### src/rtl/load_store_unit.sv
// Memory-access stage: one data-memory transaction per load/store over a req/gnt/rvalid
// bus, stalling the pipeline until it completes and returning extended load data.
module load_store_unit #(
   parameter int XLEN = 32
) (
   input  logic            i_clk,
   input  logic            i_rst_n,
   input  logic            i_valid,
   input  logic            i_load,
   input  logic            i_store,
   input  logic [2:0]      i_funct3,
   input  logic [XLEN-1:0] i_addr,
   input  logic [XLEN-1:0] i_wdata,
   output logic            o_stall,
   output logic            o_dmem_req,
   output logic            o_dmem_we,
   output logic [3:0]      o_dmem_be,
   output logic [XLEN-1:0] o_dmem_addr,
   output logic [XLEN-1:0] o_dmem_wdata,
   input  logic            i_dmem_gnt,
   input  logic            i_dmem_rvalid,
   input  logic [XLEN-1:0] i_dmem_rdata,
   output logic            o_ldValid,
   output logic [XLEN-1:0] o_ldData,
   output logic            o_misaligned,
   output logic            o_illegal
);

   typedef enum logic [1:0] {S_IDLE, S_REQ, S_WAIT} state_t;

   state_t          state_q;
   logic            req_q;
   logic            we_q;
   logic [1:0]      off_q;
   logic [2:0]      f3_q;
   logic [3:0]      be_q;
   logic [XLEN-1:0] addr_q;
   logic [XLEN-1:0] wdata_q;

   logic            op, legal_f3, is_idle, mis_c, ill_c, accept;
   logic [3:0]      be_d;
   logic [XLEN-1:0] wdata_d;
   logic [7:0]      ld_byte;
   logic [15:0]     ld_half;
   logic [XLEN-1:0] ld_ext;

   assign op       = i_valid & (i_load | i_store);
   assign legal_f3 = (i_funct3 == 3'b000) | (i_funct3 == 3'b001) | (i_funct3 == 3'b010) |
                     (i_funct3 == 3'b100) | (i_funct3 == 3'b101);
   // Gating with i_rst_n keeps stall/fault outputs at 0 while reset is held.
   assign is_idle  = (state_q == S_IDLE) & i_rst_n;
   assign mis_c    = op & legal_f3 & (((i_funct3[1:0] == 2'b01) & i_addr[0]) |
                                      ((i_funct3[1:0] == 2'b10) & (i_addr[1:0] != 2'b00)));
   assign ill_c    = op & (~legal_f3 | (i_store & i_funct3[2]) | (i_load & i_store));

   assign o_misaligned = is_idle & mis_c;
   assign o_illegal    = is_idle & ill_c;
   assign accept       = is_idle & op & ~mis_c & ~ill_c;

   always_comb begin
      be_d    = 4'b1111;
      wdata_d = i_wdata;
      case (i_funct3[1:0])
         2'b00: begin
            be_d    = 4'b0001 << i_addr[1:0];
            wdata_d = {4{i_wdata[7:0]}};
         end
         2'b01: begin
            be_d    = 4'b0011 << i_addr[1:0];
            wdata_d = {2{i_wdata[15:0]}};
         end
         default: ;
      endcase
   end

   assign o_stall = accept |
                    ((state_q == S_REQ)  & ~(i_dmem_gnt & we_q)) |
                    ((state_q == S_WAIT) & ~i_dmem_rvalid);

   always_ff @(posedge i_clk or negedge i_rst_n) begin
      if (!i_rst_n) begin
         state_q <= S_IDLE;
         req_q   <= 1'b0;
         we_q    <= 1'b0;
         off_q   <= 2'b00;
         f3_q    <= 3'b000;
         be_q    <= 4'b0000;
         addr_q  <= '0;
         wdata_q <= '0;
      end else begin
         case (state_q)
            S_IDLE: begin
               if (accept) begin
                  state_q <= S_REQ;
                  req_q   <= 1'b1;
                  we_q    <= i_store;
                  off_q   <= i_addr[1:0];
                  f3_q    <= i_funct3;
                  be_q    <= be_d;
                  addr_q  <= {i_addr[XLEN-1:2], 2'b00};
                  wdata_q <= wdata_d;
               end
            end
            S_REQ: begin
               if (i_dmem_gnt) begin
                  req_q   <= 1'b0;
                  state_q <= we_q ? S_IDLE : S_WAIT;
               end
            end
            S_WAIT: begin
               if (i_dmem_rvalid) state_q <= S_IDLE;
            end
            default: begin
               state_q <= S_IDLE;
               req_q   <= 1'b0;
            end
         endcase
      end
   end

   assign o_dmem_req   = req_q;
   assign o_dmem_we    = we_q;
   assign o_dmem_be    = be_q;
   assign o_dmem_addr  = addr_q;
   assign o_dmem_wdata = wdata_q;

   always_comb begin
      ld_byte = 8'h00;
      case (off_q)
         2'b00: ld_byte = i_dmem_rdata[7:0];
         2'b01: ld_byte = i_dmem_rdata[15:8];
         2'b10: ld_byte = i_dmem_rdata[23:16];
         2'b11: ld_byte = i_dmem_rdata[31:24];
         default: ;
      endcase
      ld_half = off_q[1] ? i_dmem_rdata[31:16] : i_dmem_rdata[15:0];
      case (f3_q)
         3'b000:  ld_ext = {{24{ld_byte[7]}}, ld_byte};
         3'b001:  ld_ext = {{16{ld_half[15]}}, ld_half};
         3'b100:  ld_ext = {24'h000000, ld_byte};
         3'b101:  ld_ext = {16'h0000, ld_half};
         default: ld_ext = i_dmem_rdata;
      endcase
   end

   assign o_ldValid = (state_q == S_WAIT) & i_dmem_rvalid;
   assign o_ldData  = o_ldValid ? ld_ext : '0;

endmodule

### config.mk
export PLATFORM = sky130hd
export DESIGN_NAME = load_store_unit
export DESIGN_NICKNAME = d
export VERILOG_FILES = /design/src/rtl/load_store_unit.sv
export SDC_FILE = /design/constraint.sdc
export NUM_CORES = 1
export LEC_CHECK = 0
export BUFFER_PORTS_ARGS = -buffer_cell sky130_fd_sc_hd__buf_2
export CORE_UTILIZATION = 45
export CTS_CLUSTER_SIZE = 12
export DETAILED_ROUTE_END_ITERATION = 8
export GPL_TIMING_DRIVEN = 0
export PLACE_DENSITY = 0.91
export SYNTH_ARGS = -nofsm -noshare
export SYNTH_HDL_FRONTEND = slang
export SYNTH_SLANG_ARGS = --single-unit
### constraint.sdc
create_clock -name i_clk -period 4 [get_ports i_clk]
set_input_delay 1.2 -clock i_clk [delete_from_list [all_inputs] [get_ports i_clk]]
set_output_delay 1.2 -clock i_clk [all_outputs]
set_load 0.01 [all_outputs]
After elaboration in Yosys (flattened, before gate mapping):

Index checks and enable logic that the tools add are counted.

* logic and storage cells: 84
* register bits: 75
* output and inout bits: 106
* latch bits: 0
* memories: 0
* memory bits (read-only): 0
* input bits: 106
* memory bits (writable): 0

* bitwise gates (word level): 34
* shift operators: 2
* multipliers: 0
* $lt $le $gt $ge: 0
* add/sub/neg operators: 0
* reduce and logical (&&, ||, !) cells: 9
* equal/unequal tests: 17
* div/mod/pow operators: 0
* muxes and demuxes: 14

Operator list (count)
* $pmux 32 s4: 1
* $pmux 32 s2: 1
* $mux 32: 1
* $pmux 8 s4: 1
* $and 1x1->1: 18
* $mux 16: 1
* $eq 3x3->1 const B: 4
* $or 1x1->1: 10
* $eq 2x2->1 const B: 4
* $mux 2: 4
* $pmux 4 s2: 1
* $eq 2x1->1 const B: 3
* $eq 3x1->1 const B: 2
* $logic_not 2->1: 3
* $logic_not 3->1: 2
* $ne 2x2->1 const B: 3
* $not 1->1: 6
* $pmux 2 s3: 1
* $reduce_and 3->1: 2
* $shl 1x2->4 const A: 1
* $shl 2x2->4 const A: 1
* $eq 3x2->1 const B: 1
* $pmux 1 s3: 1
* $mux 1: 2
* 2 further kinds: 2

Depth between registers and ports, before layout:

Gate-level depths: netlist (run 1).

* word-level depth: 13
* mapped depth: 7
* gate-level depth less buffers: 4

Least setup slack after synthesis (run 1):

No wires, ideal clock.

* path type: input-to-output
* start point: input i_dmem_rdata[31]
* end point: output o_ldData[10]
* required time: 2.800 ns
* buffers on the path: 0
* arrival: 2.420 ns
* cell stages on the path: 3
* path slack: 0.380 ns
* cell sequence: mux4_2 -> a211oi_1 -> a211oi_1

* word-level cells in the longest chain between the ends: 3

Ends and longest elaborated chain
* from (decl): line 22 `input logic [XLEN-1:0] i_dmem_rdata,`
* $pmux 8 s4: line 129 `case (off_q)`
* $pmux 32 s4: line 137 `case (f3_q)`
* $mux 32: line 147 `assign o_ldData = o_ldValid ? ld_ext : '0;`
* to (decl): line 24 `output logic [XLEN-1:0] o_ldData,`

No other way between the ends.

Worst setup path after layout (run 1):

* start point: input i_addr[0]
* end point: output o_stall

* word-level cells in the longest chain between the ends: 9
* elaborated cells on any way between the ends: 10
* those cells by class: bitwise (9); reduce/logical (1)

Ends and longest elaborated chain
* from (decl): line 12 `input logic [XLEN-1:0] i_addr,`
* $reduce_bool 2->1: line 53 `((i_funct3[1:0] == 2'b10) & (i_addr[1:0] != 2'b00)));`
* $and 1x1->1: line 53
* $or 1x1->1 (*): line 52 `assign mis_c = op & legal_f3 & (((i_funct3[1:0] == 2'b01) & i_addr[0]) |`
* $and 1x1->1 (*): line 52
* $not 1->1 (*): line 58 `assign accept = is_idle & op & ~mis_c & ~ill_c;`
* $and 1x1->1 (*) (2 in a row): line 58
* $or 1x1->1 (*): line 76 `assign o_stall = accept |`
* $or 1x1->1 (*): line 77 `((state_q == S_REQ) & ~(i_dmem_gnt & we_q)) |`
* to (decl): line 14 `output logic o_stall,`

Every way passes the cells marked *; elsewhere a longest branch is shown, timed or not.

==> metrics, run 1 <==
NetSw 0.950 mW; Synth Area per Inst 11.9 um^2; clock network power share 0.210; layout cells sized above 1 0.496; internal power 1.80 mW; worst relative slew slack 0.393; Final ANT Viol Nets 0; endpoint class of the critical path output pin; Cell variety after synth 36; worst-margin pin slew 907 ps; crit path time final 3880 ps; unrepaired setup endpoints after global routing no; Flop pwr share 0.419; pin count of the biggest net entering global routing 77; Final Max Slew Viols 0; Placer Congestion 0.805; initial antenna violation count 0; overall die height 95.9 um; max-cap violation count 0; Setup CP Type input port to output pin; Power Density 510 nW/um^2; site row count 33; most frequent cells in the layout buf_2 (211), dfrtp_1 (75), mux2_1 (54), mux2_2 (33), o21ai_0 (21); drt pass-1 iters 4; Syn Inst Count 334; Combinational Power Share 0.371; vias in the first global route 3562; Setup violations, final 0; FMAX 0.258 GHz; Ys Warns 0; sw frac 0.346; post-synthesis register bit count 75; leading area contributor after synthesis dfrtp_1; cell area after placement 5140 um^2; nets 663; Post-Syn Area 3970 um^2; Final Cell Area 5390 um^2; post-synthesis sequential area ratio 0.473; status finished, final reports clean; Final Skew 9.58 ps; most frequently used flop master after synthesis dfrtp_1; hold bufs inserted after CTS 0; # port buffers 208; commonest non-fill, non-tap cell in the layout buf_2; Detailed Route WL 11500 um; peak supply drop 410 uV; asr flop ratio synth 1.00; root buf cell clkbuf_8; crit path launch type input port; Min-Delay Path Class register to register; area grow syn2layout 35.9%; TritonCTS Buffers 9; fin crit share 0.970; DR WL/cell 17.3 um; antenna cell count 0; Reg clk slew, reported paths 70 ps; grt ovf 0; core box area 8380 um^2; first-pass GRT wire length 17100 um; Initial Util 0.473; Non-Filler Instances 666; clk_lat worst skew 340 ps; Post-DP HPWL 8850 um; top cells by area, synth dfrtp_1 (47%), mux2_1 (15%), mux2_2 (9.4%); CP required 2800 ps; die area 9190 um^2; vias per cell 5.43; Cells after DPL 648; initial drt markers 140; Max Root-Sink Buffers 2; Static Leakage 2.84 nW; CP arrival 2680 ps; Residual DRC 0; final hold violation count 0; Die W 95.9 um; GR Util All Layers 0.251; EDFF count, synth 0; CTS tree built; via count 3616; top-area cell type share of the netlist area 0.473; I/O Pins 212; Num Clock Sinks 75; CP max FO 10; # H-tree levels 3
## cell type report
type / count / area, um^2
clock inverters: 4 / 51.3
inverters: 5 / 18.8
multi-input cells: 231 / 1940
flip-flops and latches: 75 / 1880
repair buffers: 211 / 1090
plain buffers: 24 / 145
fillers: 668 / 2990
well taps: 105 / 131
clock buffers: 11 / 141
## power groups by stage
| stage | clock network [mW] | logic [mW] | registers [mW] |
|---|---|---|---|
| 2_1_floorplan | 0 | 0.437 | 1.27 |
| 3_3_place_gp | 0 | 0.976 | 1.14 |
| 3_5_place_dp | 0 | 1.01 | 1.17 |
| 4_1_cts | 0.593 | 1.02 | 1.15 |
| 5_1_grt | 0.624 | 1.10 | 1.19 |
| 6_report | 0.577 | 1.02 | 1.15 |
## synthesized netlist by cell type, types with 3 or more instances
library cell and count:
dfrtp_1 75, mux2_1 54, mux2_2 33, o21ai_0 21, nand2_1 19, mux2i_1 18
a21o_1 17, nor2_1 13, clkbuf_1 11, a211oi_1 9, o22ai_1 9, o221ai_1 6
a21oi_1 5, buf_6 5, nand2b_1 5, buf_2 4, inv_1 4, nor3b_1 4
buf_4 3, o21bai_1 3
## worst max-delay path, stage by stage
cell       delay [ps]
buf_2             150
nor2_1            150
o22ai_1           130
a2111oi_2         490
buf_4             290
or3_1             130
buf_2             130
## registers in the layout (all words and copies together), names as in the netlist
name,cells
o_dmem_addr,30
o_dmem_req,1
o_dmem_be,4
o_dmem_we,1
f3_q,3
off_q,2
state_q,2
o_dmem_wdata,32
## metal layers
metal,routed length (um),track usage,up-vias
li1,-,-,1670
met1,4340,0.265,1746
met2,6040,0.473,180
met3,867,0.0687,20
met4,278,0.0945,0
met5,0,0,-
## kinds of logic after synthesis
kind of cell / after synthesis / share of synthesized area
buffers and inverters: 29 / 0.0410
DFF: 75 / 0.473
and+or+nand+nor: 47 / 0.0562
AOI/OAI and AO/OA: 76 / 0.130
muxes: 106 / 0.298
other: 1 / 0.000946
## worst paths after layout
check | start | end | slack, ps | cells after the start
setup / recovery | i_addr[0] | o_stall | 120 | 7
hold / removal | o_dmem_wdata[15] | o_dmem_wdata[15] | 480 | 1
setup reg to reg | state_q[0] | o_dmem_wdata[0] | 1990 | 6
hold reg to reg | o_dmem_wdata[15] | o_dmem_wdata[15] | 480 | 1
max in group asynchronous | i_rst_n | off_q[0] | 2970 | 1
min in group asynchronous | i_rst_n | o_dmem_addr[19] | 750 | 1
## stage by stage
step	hold WS (ps)	util	worst slack (ps)	setup TNS (ps)	power, mW
floorplan	482	-	380	0	1.71
global placement	458	0.613	-863	-4530	2.12
detailed placement	471	0.614	-343	-1240	2.18
CTS	488	0.638	7.96	0	2.77
global route	503	0.643	4.31	0	2.91
finish	483	0.643	122	0	2.75
## repair_timing
item | in CTS | in global routing
setup buffers | 0 | 3
setup endpoints to repair | 19 | 11
resized for setup | 4 | 3
pin swaps | 0 | 1
Power figures use the tool's default switching activity.
==> run 2, diff against run 1 <==
Settings changed: CORE_MARGIN from default to 2.
==> run 2 against run 1 <==
Sequential share of layout area grew 0.13 points. Highest routed layer unchanged. First-iteration DRC count shrank 1.4%. Critical path depth shrank 2. Largest power group unchanged. Die area grew 4.2%. Combinational power is essentially flat. Flip-flop and latch count is the same. Critical path type unchanged.
==> metrics, run 2 (same netlist as run 1, synthesis figures left out) <==
status finished, final reports clean; worst-margin pin slew 904 ps (-2.75 ps); fin crit share 0.989 (+0.0191); vias in the first global route 3692 (+3.6%); endpoint class of the critical path output pin; grt ovf 0 (unchanged); Reg clk slew, reported paths 80 ps (about the same); Cells after DPL 651 (+0.46%); initial antenna violation count 0 (unchanged); Post-DP HPWL 8940 um (+1.0%); nets 663 (unchanged); final hold violation count 0 (unchanged); max reg flops 32 (unchanged); Min-Delay Path Class register to register; CTS tree built; total power 2.70 mW (-1.7%); Final Max Slew Viols 0 (unchanged); Static Leakage 2.83 nW (-0.24%); Power Density 504 nW/um^2 (-1.3%); I/O Pins 212 (unchanged); CP max FO 8 (-2); Non-Filler Instances 670 (+0.60%); Placer Congestion 0.921 (+14%); commonest non-fill, non-tap cell in the layout buf_2; area grow syn2layout 35.4%; Final ANT Viol Nets 0 (unchanged); Crit path largest cell delay 570 ps (+80 ps); worst relative slew slack 0.395 (+0.00184); root buf cell clkbuf_8; # H-tree levels 3 (unchanged); CP delay by family, top compound AO/OA/AOI/OAI gates; TritonCTS Buffers 9 (unchanged); clk_lat worst skew 340 ps (about the same); # port buffers 208 (unchanged); GR Util All Layers 0.238 (-0.0133); Initial Util 0.459 (-0.0139); Num Clock Sinks 75 (unchanged); Setup violations, final 0 (unchanged); max-cap violation count 0 (unchanged); most common cell type on the critical path buf_2; overall die height 97.9 um (+2.1%); hold bufs inserted after CTS 0 (unchanged); FMAX 0.253 GHz (-1.9%); unrepaired setup endpoints after global routing no; vias per cell 5.38 (-0.95%); Die W 97.9 um (+2.1%); crit path launch type input port; Detailed Route WL 11700 um (+1.1%); Setup CP Type input port to output pin; crit-path cells buf_2 -> mux4_2 -> a211oi_2 -> a211oi_1 -> buf_2; DR WL/cell 17.4 um (+0.48%); initial drt markers 138 (-1.4%); Final Skew 12.9 ps (+3.35 ps); die area 9580 um^2 (+4.2%); Max Root-Sink Buffers 2 (unchanged); layout cells sized above 1 0.496 (+0.000898); most frequent cells in the layout buf_2 (211), dfrtp_1 (75), mux2_1 (54), mux2_2 (33), o21ai_0 (21); CP arrival 2750 ps (+70 ps); drt pass-1 iters 4 (unchanged); core box area 8640 um^2 (+3.0%); Residual DRC 0 (unchanged); peak supply drop 291 uV (-29%); pin count of the biggest net entering global routing 77 (unchanged); first-pass GRT wire length 18300 um (+7.3%); WP buf/inv 2 (-1); crit path time final 3950 ps (+76.4 ps); antenna cell count 0 (unchanged); Slowest-stage cell, CP a211oi_2; CP required 2800 ps (about the same); via count 3603 (-0.36%); site row count 34 (+3.0%)
[run 2: cell types whose count changed in the layout (fill, tap and decap cells not counted), sizes merged]
cell | previous run | this run
clkbuf | 22 | 21
clkinv | 3 | 4
bufinv | 1 | 0
inv | 4 | 6
[run 2: what timing repair did]
action / 4_1_cts / 5_1_grt
endpoints found under the setup margin: 19 / 11
buffers inserted: 0 / 3
resized for setup: 5 / 1
[run 2: final timing paths]
check	slack, ps	end	cells past startpoint	start
worst max-delay path	50	o_ldData[15]	5	i_dmem_rdata[31]
worst min-delay path	490	o_dmem_wdata[25]	1	o_dmem_wdata[25]
worst max register to register	2060	o_dmem_wdata[1]	6	state_q[0]
worst min register to register	490	o_dmem_wdata[25]	1	o_dmem_wdata[25]
max in group asynchronous	2930	o_dmem_be[2]	1	i_rst_n
min in group asynchronous	760	o_dmem_addr[19]	1	i_rst_n
[run 2: where the power goes]
group | total, mW | switching (mW) | leakage (nW) | internal (mW)
Sequential | 1.16 | 0.140 | 0.905 | 1.02
Clock | 0.526 | 0.293 | 0.0888 | 0.233
Combinational | 1.02 | 0.542 | 1.84 | 0.479
Total | 2.70 | 0.975 | 2.83 | 1.73
[run 2: metrics by stage]
stage          utilization  TNS, ps  hold WS [ps]  worst slack, ps  instance area, um^2
2_1_floorplan            -        0           482              380                 3970
3_5_place_dp         0.596    -2570           469             -340                 5150
3_3_place_gp         0.596    -3530           461             -836                 5140
5_1_grt              0.622        0           493             8.19                 5370
4_1_cts              0.618        0           487             24.6                 5340
6_report             0.622        0           485             45.3                 5370
[run 2: layout make-up]
class	count	area, um^2
Sequential cell	75	1880
Inverter	5	18.8
Clock inverter	6	50.0
Buffer	24	146
Clock buffer	10	128
Tap cell	108	135
Multi-Input combinational cell	231	1930
Timing Repair Buffer	211	1080
Fill cell	718	3270
[run 2: worst register-to-register path: cells and delay by family, from the launching register on]
| kind | cells | cell delay [ps] |
|---|---|---|
| buffers and inverters | 2 | 490 |
| AND/OR/NAND/NOR | 2 | 230 |
| flip-flops | 1 | 420 |
| multiplexers | 1 | 350 |
| AO/OA/AOI/OAI | 1 | 350 |
[run 2: per-layer routing]
metal,global-route usage,part of all wire
met1,0.281,0.40
met3,0.0501,0.070
met5,0,0
met2,0.435,0.52
met4,0.0694,0.013
==> run 3, diff against run 2 <==
Settings changed: CORE_UTILIZATION 45 to 40, PLACE_DENSITY 0.91 to 0.84.
==> run 3 against run 2 <==
Hold slack worse by 3.1 ps. Sequential share of layout area decreased by 0.68 points. Total power fell by 0.49%. Largest power group unchanged. Final cell count is 4.3% higher. Global-route usage shrank 1.2 points. Non-clock buffer count grew 3. Setup slack improved by 61 ps. Critical path depth is the same. Highest routed layer unchanged. Register-to-register slack improved by 50 ps. Count of clock-buffer cells in the layout unchanged. Cell area is 2.0% higher. Core utilization fell by 5.6 points.
==> metrics, run 3 (same netlist as run 1, synthesis figures left out) <==
peak supply drop 330 uV (+14%); site row count 36 (+5.9%); Final Skew 9.39 ps (-3.54 ps); initial antenna violation count 1 (+1); core box area 9680 um^2 (+12%); Residual DRC 0 (unchanged); r2r setup slk 2110 ps (+50 ps); commonest non-fill, non-tap cell in the layout buf_2; Die W 104 um (+5.8%); endpoint class of the critical path output pin; crit-path cells buf_2 -> mux4_2 -> a211oi_2 -> a211oi_1 -> buf_2; TNS Setup 0 ps (unchanged); Initial Util 0.409 (-0.0497); clock network power share 0.189 (-0.006); most common cell type on the critical path buf_2; Flop pwr share 0.428 (about the same); max-cap violation count 0 (unchanged); Slowest-stage cell, CP a211oi_2; CP required 2800 ps (about the same); nets 666 (+0.45%); worst-margin pin slew 973 ps (+69.0 ps); crit path time final 3890 ps (-61.2 ps); TritonCTS Buffers 9 (unchanged); Crit path largest cell delay 590 ps (+20 ps); initial drt markers 127 (-8.0%); Detailed Route WL 12100 um (+3.8%); I/O Pins 212 (unchanged); Reg clk slew, reported paths 80 ps (about the same); DR WL/cell 17.3 um (-0.52%); overall die height 104 um (+5.8%); area grow syn2layout 38.1%; FF-to-FF path depth 6 (unchanged); fillers 860 (+20%); Power Density 491 nW/um^2 (-2.4%); crit path launch type input port; grt ovf 0 (unchanged); fin crit share 0.973 (-0.0153); clk_lat worst skew 350 ps (about the same); via count 3604 (+0.028%); WP buf/inv 2 (unchanged); hold path depth 1 (unchanged); CP max FO 8 (unchanged); first-pass GRT wire length 19200 um (+4.9%); CP arrival 2690 ps (-60 ps); Combinational Power Share 0.383 (+0.005); Min-Delay Path Class register to register; die area 10700 um^2 (+12%); final hold violation count 0 (unchanged); vias per cell 5.16 (-4.1%); end point of the critical path o_ldData[13]; sw frac 0.358 (-0.00303); pin count of the biggest net entering global routing 29 (-62%); unrepaired setup endpoints after global routing no; CP Launch Point i_dmem_rdata[31]; NetSw 0.962 mW (-1.3%); Final ANT Viol Nets 0 (unchanged); layout cells sized above 1 0.501 (+0.00444); CTS tree built; worst reg2reg endpoint o_dmem_wdata[1]; total power 2.69 mW (-0.49%); FMAX 0.257 GHz (+1.6%); Placer Congestion 0.904 (-1.8%); Max Root-Sink Buffers 2 (unchanged); # port buffers 208 (unchanged); Num Clock Sinks 75 (unchanged); GR Util All Layers 0.225 (-0.0123); Post-DP HPWL 9210 um (+3.0%); root buf cell clkbuf_8; CP delay by family, top compound AO/OA/AOI/OAI gates; most frequent cells in the layout buf_2 (211), dfrtp_1 (75), mux2_1 (54), mux2_2 (33), o21ai_0 (21); # H-tree levels 3 (unchanged); Non-Filler Instances 699 (+4.3%); Final Max Slew Viols 0 (unchanged); Setup CP Type input port to output pin; worst r2r src state_q[0]; status finished, final reports clean; vias in the first global route 3781 (+2.4%); Cells after DPL 677 (+4.0%); internal power 1.73 mW (about the same); Worst path depth 5 (unchanged); worst relative slew slack 0.349 (-0.0461); max reg flops 32 (unchanged); Static Leakage 2.86 nW (+1.1%); drt pass-1 iters 4 (unchanged); Setup violations, final 0 (unchanged)
run 3: through the flow:
| stage | hold WS [ps] | utilization | setup slack [ps] | cell area (um^2) |
|---|---|---|---|---|
| 2_1_floorplan | 482 | - | 380 | 3970 |
| 3_3_place_gp | 464 | 0.534 | -959 | 5180 |
| 3_5_place_dp | 469 | 0.538 | -238 | 5210 |
| 4_1_cts | 487 | 0.559 | 7.98 | 5420 |
| 5_1_grt | 504 | 0.565 | 0.628 | 5470 |
| 6_report | 482 | 0.565 | 106 | 5470 |
run 3: layout make-up:
cell class | instances | area [um^2] | area share
Buffer | 24 | 149 | 0.0272
Sequential cell | 75 | 1880 | 0.343
Inverter | 5 | 18.8 | 0.00343
Multi-Input combinational cell | 231 | 1960 | 0.357
Clock buffer | 10 | 128 | 0.0233
Tap cell | 133 | 166 | 0.0304
Antenna cell | 1 | 2.50 | 0.000457
Clock inverter | 6 | 40.0 | 0.00731
Timing Repair Buffer | 214 | 1140 | 0.208
run 3: how the worst min path moves through the flow:
stage,from,end,slack [ps]
finish,o_dmem_addr[15],o_dmem_addr[15],480
global route,o_dmem_addr[2],o_dmem_addr[2],500
CTS,o_dmem_req,o_dmem_req,490
detailed placement,o_dmem_req,o_dmem_req,470
global placement,o_dmem_wdata[16],o_dmem_wdata[16],460
floorplan,f3_q[2],f3_q[2],480
run 3: worst reg2reg max path, stage by stage, from the launching register on:
cell and delay, ps:
dfrtp_1 420, nor2_1 110, nand2_1 130, a2111oi_4 310, buf_6 230, buf_6 210, mux2_1 360
run 3: what timing repair did:
| item | 4_1_cts | 5_1_grt |
|---|---|---|
| hold buffers | 0 | 0 |
| gates resized for setup | 3 | 4 |
| gates cloned | 1 | 0 |
| setup buffers | 0 | 4 |
| endpoints found under the setup margin | 19 | 11 |
| hold endpoints to repair | 0 | 0 |
run 3: power groups by stage:
stage / Combinational [mW] / Clock (mW) / Sequential [mW]
3_3_place_gp: 0.985 / 0 / 1.15
4_1_cts: 1.03 / 0.527 / 1.15
6_report: 1.03 / 0.507 / 1.15
5_1_grt: 1.11 / 0.552 / 1.19
2_1_floorplan: 0.437 / 0 / 1.27
3_5_place_dp: 1.02 / 0 / 1.16
run 3: metal layers:
layer	track usage	vias to the layer above	part of all wire
li1	-	1673	-
met5	0	-	0
met4	0.0753	0	0.014
met3	0.0654	14	0.070
met1	0.257	1760	0.40
met2	0.405	157	0.52
